File: config.mk
export PLATFORM = sky130hd
export DESIGN_NAME = mc_pwm
export DESIGN_NICKNAME = d
export VERILOG_FILES = /design/src/rtl/mc_pwm.sv
export SDC_FILE = /design/constraint.sdc
export NUM_CORES = 1
export LEC_CHECK = 0
export ABC_AREA = 0
export ABC_CLOCK_PERIOD_IN_PS = 4400
export BUFFER_PORTS_ARGS = -buffer_cell sky130_fd_sc_hd__buf_2
export CAP_MARGIN = 30
export CORE_MARGIN = 3
export CORE_UTILIZATION = 50
export DETAILED_ROUTE_END_ITERATION = 10
export GPL_TIMING_DRIVEN = 0
export PLACE_DENSITY = 0.72
export SKIP_LAST_GASP = 1
export SYNTH_ARGS = -nofsm -noshare
export SYNTH_HDL_FRONTEND = slang
export SYNTH_SLANG_ARGS = --single-unit
File: constraint.sdc
create_clock -name clk -period 4.4 [get_ports clk]
set_input_delay 0.66 -clock clk [delete_from_list [all_inputs] [get_ports clk]]
set_output_delay 0.66 -clock clk [all_outputs]
set_load 0.01 [all_outputs]
File: src/rtl/mc_pwm.sv
// mc_pwm: registered PWM generator driven by an external free-running counter.
// Duty values arrive over valid/ready, are double-buffered and take effect at a
// period boundary. A saturating per-period high-cycle count is reported.
module mc_pwm #(
    parameter int unsigned W      = 5,
    parameter bit          INVERT = 1'b0
) (
    input  logic         clk,
    input  logic         reset,
    input  logic [W-1:0] io_cnt,
    input  logic [W-1:0] io_duty,
    input  logic         io_duty_valid,
    output logic         io_duty_ready,
    output logic         io_pwm,
    output logic         io_boundary,
    output logic [W:0]   io_high_cycles,
    output logic         io_stat_valid
);

    logic [W-1:0] prev_cnt;
    logic [W-1:0] active;
    logic [W-1:0] pending;
    logic         pending_v;
    logic [W:0]   acc;

    logic         bnd;
    logic [W-1:0] eff;
    logic         hit;
    logic [W:0]   acc_inc;

    // Boundary detection, effective duty selection, compare and saturating increment
    always_comb begin
        bnd     = (io_cnt == '0) || (io_cnt < prev_cnt);
        eff     = (bnd && pending_v) ? pending : active;
        hit     = io_cnt < eff;
        acc_inc = (acc == '1) ? acc : acc + {{W{1'b0}}, hit};
    end

    // Ready depends only on the buffer-occupied flag
    assign io_duty_ready = !pending_v;

    // State and registered outputs; synchronous reset has priority
    always_ff @(posedge clk) begin
        if (reset) begin
            prev_cnt       <= '0;
            active         <= '0;
            pending        <= '0;
            pending_v      <= 1'b0;
            acc            <= '0;
            io_pwm         <= INVERT;
            io_boundary    <= 1'b0;
            io_high_cycles <= '0;
            io_stat_valid  <= 1'b0;
        end else begin
            prev_cnt      <= io_cnt;
            io_pwm        <= hit ^ INVERT;
            io_boundary   <= bnd;
            io_stat_valid <= bnd;

            if (bnd) begin
                io_high_cycles <= acc;
                acc            <= {{W{1'b0}}, hit};
            end else begin
                acc <= acc_inc;
            end

            // A buffered duty is consumed at a boundary; a transfer can only
            // happen while the buffer is empty, so the two never collide. A
            // transfer on a boundary with an empty buffer just fills it.
            if (bnd && pending_v) begin
                active    <= pending;
                pending_v <= 1'b0;
            end else if (io_duty_valid && !pending_v) begin
                pending   <= io_duty;
                pending_v <= 1'b1;
            end
        end
    end

endmodule

* After elaboration in Yosys (flattened, before gate mapping)
Cells that the tools add are included.
** Operators by class
- $add $sub $neg :: 1
- Magnitude comparators :: 2
- Equality and inequality tests :: 2
- Mux-type cells :: 3
- Bitwise operators :: 1
- Reductions and logical operators :: 8
** Operator list (number)
- 5-bit less-than comparator :: 2
- 6-bit by 1-bit adder with 6-bit output :: 1
- 6-bit equality test (second input constant) :: 1
- 5-bit zero test :: 1
- 5-bit 2-to-1 mux :: 1
- 2-bit OR reduction :: 2
- 1-bit logical AND :: 2
- 1-bit 2-to-1 mux :: 2
- 2-bit inequality test (second input constant) :: 1
- 2-bit AND reduction :: 1
- 1-bit zero test :: 1
- 1-bit logical OR :: 1
- 1-bit inverter :: 1
** Storage, ports and cells
- Bits in registers :: 30
- Bits of input ports :: 13
- Output and inout port bits :: 10
- Logic and storage cells :: 26

* Depth between registers and ports, before layout
Gate-level depths: netlist of run 1.
- Depth in word-level cells :: 8
- Gate-level depth with buffers :: 17

* Worst setup path before layout of run 1
Ideal clock, no wire load.
- Path type :: input -> register
- Start :: input port io_cnt[4]
- End :: register acc[4]
- Library setup time :: 86 ps
- Data arrival time :: 3464 ps
- Data required time :: 4314 ps
- Path slack :: 850 ps
- Cell stages on the path :: 16
- Cell sequence :: ha_1 -> a21oi_2 -> nand2_1 -> o21ai_4 -> mux2i_1 -> ha_1 -> a21oi_1 -> o21ai_0 -> nor3b_1 -> mux2i_1 -> nand2_1 -> ha_1 -> ha_1 -> nand3_1 -> xor2_1 -> a211oi_1
** Between the ends
- Longest elaborated chain between the ends :: 6
- Elaborated cells between the ends (all ways) :: 8
- Classes of those cells :: 1 x add/sub; 2 x order compare; 1 x mux; 4 x reduce/logical
** Ends and longest elaborated chain
- start, declared :: line 10 : input logic [W-1:0] io_cnt,
- 5-bit less-than comparator or 5-bit zero test (tied branches) :: line 33 : bnd = (io_cnt == '0) || (io_cnt < prev_cnt);
- 1-bit logical OR :: line 33
- 1-bit logical AND :: line 34 : eff = (bnd && pending_v) ? pending : active;
- 5-bit 2-to-1 mux
- 5-bit less-than comparator * :: line 35 : hit = io_cnt < eff;
- via hit :: line 28 : logic hit;
- 6-bit by 1-bit adder with 6-bit output * :: line 36 : acc_inc = (acc == '1) ? acc : acc + {{W{1'b0}}, hit};
- end signal, assigned :: line 62 : acc <= {{W{1'b0}}, hit};
- end signal, assigned :: line 64 : acc <= acc_inc;
- end, declared :: line 24 : logic [W:0] acc;
Mark *: on every way through the listed nets, which the timed path passes. The rest lies on a longest branch.
A chain may end at the register's enable or synchronous reset.

* Final worst setup path of run 1
Ends and elaborated chain as after synthesis.

==> results of run 1 <==
Yosys cell counts (all sizes together):
master and number:
a21oi 12, a211oi 3, or2 1, ha 10, nand3 10, buf 2
and2 1, nor3b 2, nor4 1, nor3 3, a31oi 3, xor2 2
clkbuf 4, xnor2 1, a21boi 1, a41o 1, dfxtp 30, inv 6
nor2 17, mux2i 11, a32oi 1, o21ai 9, a31o 2, nand2 7
nor2b 7
area by class of cell:
class | instances | area, um2 | area share (%)
Buffer | 6 | 33.8 | 2.12
Clock buffer | 7 | 45.0 | 2.83
Inverter | 6 | 22.5 | 1.41
Multi-Input combinational cell | 105 | 743 | 46.7
Sequential cell | 30 | 601 | 37.7
Tap cell | 30 | 37.5 | 2.36
Timing Repair Buffer | 22 | 110 | 6.91
where the power goes:
part / internal, mW / switching [mW] / total (mW)
sequential: 0.283 / 0.00683 / 0.290
clock: 0.0601 / 0.0867 / 0.147
combinational: 0.0382 / 0.0510 / 0.0892
total: 0.381 / 0.145 / 0.526
through the flow:
| stage | hold WS, ps | util, % |
|---|---|---|
| CTS | 469 | 62.0 |
| global route | 487 | 62.0 |
| finish | 464 | 62.0 |
| global placement | 451 | 60.3 |
| detailed placement | 457 | 60.3 |
| floorplan | 452 | - |
final timing paths:
check        slack (ps)                end  cells past startpoint               from
max                 620             acc[4]                     17          io_cnt[4]
min                 460  io_high_cycles[0]                      2  io_high_cycles[0]
max reg2reg         760             acc[4]                     17        prev_cnt[4]
min reg2reg         460  io_high_cycles[0]                      2  io_high_cycles[0]
layer usage:
layer | vias to the layer above | GRT usage (%) | part of all wire, % | wire length [um]
li1 | 573 | - | - | -
met1 | 528 | 20.8 | 44 | 1240
met2 | 22 | 30.9 | 49 | 1400
met3 | 6 | 7.02 | 5.6 | 159
met4 | 0 | 8.09 | 1.0 | 29
met5 | - | 0 | 0 | 0
state kept, by name (all words and copies together), names as in the netlist:
register        count
acc                 6
active              5
io_high_cycles      6
io_pwm              1
io_stat_valid       1
pending             5
pending_v           1
prev_cnt            5
critical path: cells and delay by family:
| kind | cells | cell delay, ps |
|---|---|---|
| adder cells (fa/ha/maj) | 4 | 1030 |
| AO/OA/AOI/OAI | 5 | 1070 |
| buffers and inverters | 1 | 130 |
| AND/OR/NAND/NOR | 4 | 560 |
| multiplexers | 2 | 430 |
| XOR/XNOR | 1 | 160 |
cell families (layout without fill, tap and decap cells):
logic type / Yosys count / in the layout / synth area share (%)
buffers and inverters: 12 / 41 / 4.02
AND/OR/NAND/NOR: 49 / 49 / 18.9
flip-flops: 30 / 30 / 42.9
XOR/XNOR: 3 / 3 / 1.88
AO/OA/AOI/OAI: 32 / 32 / 15.5
multiplexers: 11 / 11 / 7.86
adder cells (fa/ha/maj): 10 / 10 / 8.94
==> metrics.cfg, run 1 <==
[layout]
final_common_cell=dfxtp_1
insertedDiodeCount=0
finalInstanceArea_mm2=0.00159
fin_cells=206
nFillCells=247
nets=199
final_layout_size_suffix_gt1_share_pct=22.7
area_delta_synth_final_pct=13.8
final_cell_mix=30 x dfxtp_1, 22 x buf_2, 17 x nor2_1

[critical_path]
max_stage_delay_ps=350
startpoint_type=input pin
crit_required_ps=4650
crit_slowest_cell=ha_1
end_kind=flop
worstPathMaxFanout=6
crit_chain=buf_2, ha_1, a21oi_2, nand2_1, o21ai_4, mux2i_1, ha_1, a21oi_1, o21ai_0, nor3b_1, mux2i_1, nand2_1, ha_1, ha_1, nand3_1, xor2_1, a211oi_1
critical_path_arrival_ps=4030
cp_common_cell=ha_1
critPathKind=input pin to flop

[clock_tree]
ctsRootBufferMaster=clkbuf_4
cts_buffer_depth=2
ctsHoldBuffers=0
cts-buffers-inserted=5
ctsResizeCount=0
clock-sinks=30
post-cts-setup-buffers=0
clkLatencyLatePin_ps=320
tritoncts=yes
clkTransAtPathRegs_ps=90
htreeDepth=2

[timing]
slew_headroom_pct=62.1
setup_viol=0
fin_ws_ps=616
rsz0062_at_grt=no
fmax_mhz=264
tightestPinTransition_ps=568
slew_viol_final=0
hold_viol_final=0
min_period_ps=3780
tns_ps=0
fin_skew_ps=3.45
fin_crit_sh_pct=86.0

[die]
row_count=18
start_util_pct=54.5
die_w_um=58.9
die_h_um=58.9
core_area_mm2=0.00257
io_pins=23
die_area_mm2=0.00347

[synth]
yosysSeqAreaShare_pct=42.9
synth_warnings=0
avgSynthCellArea_um2=9.52
ys_types=34
synth.cell_area_mm2=0.00140
syn_nets=170
synth_top_area_cell=dfxtp_1
ys_ff_latch=30
synth_cells=147
synth_top_area_share_pct=42.9
synth_area_leaders=dfxtp_1 43%, ha_1 8.9%, mux2i_1 7.9%, nor2_1 4.6%, a21oi_1 3.9%

[power]
worst_ir_drop_vdd_mv=0.223
leakagePower_nw=0.646
finalPower_mw=0.526
power_density_mw_per_mm2=330

[global_routing]
grt_pass1_vias=1126
grt_max_degree=11
overflow=0
antenna_found_initial=0
grt_pass1_wl_mm=4.75
track_usage_pct=18.5

[placed_design]
placed_area_mm2=0.00155
hpwlAfterDp_mm=2.22
place_ws_ps=305
routabilityCongestion=0.811
io_buffers=22
dp_cells=199

[detailed_routing]
drt_iter0_drc=18
routed_wl_mm=2.83
ant_nets=0
vias_per_cell=5.48
drc=0
dr.pass1.iters=4
vias=1129
wl_per_cell_um=13.7

[run]
max_cap_viol_count=0

[hold_path]
hp-class=flop to flop

[status]
status=complete, no violations

Note: power is estimated with default switching activity, not from simulation.
==> inputs of run 2 (changes only) <==
ABC_AREA = unset   (was 0)
PLACE_DENSITY = 0.77   (was 0.72)
==> metrics.cfg, run 2 (synthesized netlist as in run 1, its figures left out) <==
[status]
status=complete, no violations

[timing]
hold_viol_final=0  ; unchanged
tightestPinTransition_ps=548  ; -20.2 ps
rsz0062_at_grt=no
fin_skew_ps=5.50  ; +2.05 ps
slew_headroom_pct=63.5  ; +1.3 points
slew_viol_final=0  ; unchanged
fmax_mhz=265  ; +0.26%
tns_ps=0  ; unchanged
setup_viol=0  ; unchanged
min_period_ps=3770  ; -10.0 ps
fin_crit_sh_pct=85.8  ; -0.23 points

[clock_tree]
ctsResizeCount=0  ; unchanged
clkTransAtPathRegs_ps=90  ; about the same
tritoncts=yes
cts-buffers-inserted=5  ; unchanged
htreeDepth=2  ; unchanged
clock-sinks=30  ; unchanged
post-cts-setup-buffers=0  ; unchanged
clkLatencyLatePin_ps=340  ; +20 ps
ctsHoldBuffers=0  ; unchanged
ctsRootBufferMaster=clkbuf_4
cts_buffer_depth=2  ; unchanged

[critical_path]
critical_path_arrival_ps=4030  ; about the same
end_kind=flop
critPathKind=input pin to flop
startpoint_type=input pin
crit_required_ps=4660  ; about the same
worstPathMaxFanout=6  ; unchanged

[layout]
nFillCells=241  ; -2.4%
multi_input_area_um2=743  ; unchanged
fin_cells=207  ; +0.49%
insertedDiodeCount=0  ; unchanged
area_delta_synth_final_pct=16.2
nets=199  ; unchanged
final_layout_size_suffix_gt1_share_pct=24.3  ; +1.6 points
largestRegisters=acc: 6 flops, io_high_cycles: 6 flops
seqCellArea_um2=601  ; unchanged
final_cell_mix=30 x dfxtp_1, 22 x buf_2, 17 x nor2_1
final_common_cell=dfxtp_1

[global_routing]
track_usage_pct=19.5  ; +1.0 points
antenna_found_initial=0  ; unchanged
grt_pass1_wl_mm=5.11  ; +7.5%
grt_max_degree=11  ; unchanged
overflow=0  ; unchanged
grt_pass1_vias=1172  ; +4.1%

[detailed_routing]
drc=0  ; unchanged
drt_iter0_drc=35  ; +17
wl_per_cell_um=14.0  ; +2.0%
vias_per_cell=5.62  ; +2.6%
ant_nets=0  ; unchanged
dr.pass1.iters=4  ; unchanged
routed_wl_mm=2.90  ; +2.5%
vias=1164  ; +3.1%

[placed_design]
hpwlAfterDp_mm=2.21  ; -0.56%
io_buffers=22  ; unchanged
routabilityCongestion=0.812  ; about the same
dp_cells=199  ; unchanged

[power]
leakagePower_nw=0.665  ; +3.0%
power_density_mw_per_mm2=360  ; +8.9%
worst_ir_drop_vdd_mv=0.308  ; +38%

[die]
die_w_um=58.9  ; unchanged
die_area_mm2=0.00347  ; unchanged
die_h_um=58.9  ; unchanged
start_util_pct=54.5  ; unchanged
core_area_mm2=0.00257  ; unchanged
io_pins=23  ; unchanged
row_count=18  ; unchanged

[hold_path]
hp-class=flop to flop

[run]
max_cap_viol_count=0  ; unchanged

==> run 2: changes by cell type in the layout (fill, tap and decap cells not counted), sizes merged <==
cell    delta
clkbuf     +1
==> run 2: area by class of cell <==
type / instances / share of cell area (%)
multi-input combinational: 105 / 45.7
sequential: 30 / 36.9
timing repair buffer: 22 / 6.77
clock buffer: 8 / 4.85
tap: 30 / 2.31
buffer: 6 / 2.08
inverter: 6 / 1.38
==> run 2: metrics by stage <==
step	power (mW)	hold WS (ps)	cell area [um2]	util, %	setup WS, ps
detailed placement	0.386	460	1550	60.3	294
finish	0.585	471	1630	63.4	626
floorplan	0.359	452	1400	-	850
CTS	0.590	472	1630	63.4	630
global placement	0.381	451	1550	60.3	421
global route	0.615	502	1630	63.4	261
==> run 2: worst paths after layout <==
path,to,cells after the start,slack [ps],start
worst min-delay path,io_high_cycles[5],2,470,io_high_cycles[5]
worst min register to register,io_high_cycles[5],2,470,io_high_cycles[5]
worst max register to register,acc[4],17,750,prev_cnt[4]
worst max-delay path,acc[4],17,630,io_cnt[4]
==> run 2: report_power, final <==
group / switching, mW / internal (mW)
clock: 0.0956 / 0.109
sequential: 0.00723 / 0.283
combinational: 0.0516 / 0.0384
==> run 2: routing by layer <==
metal,GRT usage [%],vias to the layer above,part of all wire (%)
met5,0,-,0
met4,8.74,0,2.0
met3,7.68,7,5.7
met2,33.0,21,50
met1,21.5,561,42
li1,-,575,-
==> run 2: critical path: stages <==
cell      delay, ps
buf_2           130
ha_1            350
a21oi_2         220
nand2_1         120
o21ai_4         310
mux2i_1         310
ha_1            300
a21oi_1         150
o21ai_0         160
nor3b_1         230
mux2i_1         140
nand2_1          90
ha_1            160
ha_1            210
nand3_1         110
xor2_1          160
a211oi_1        220
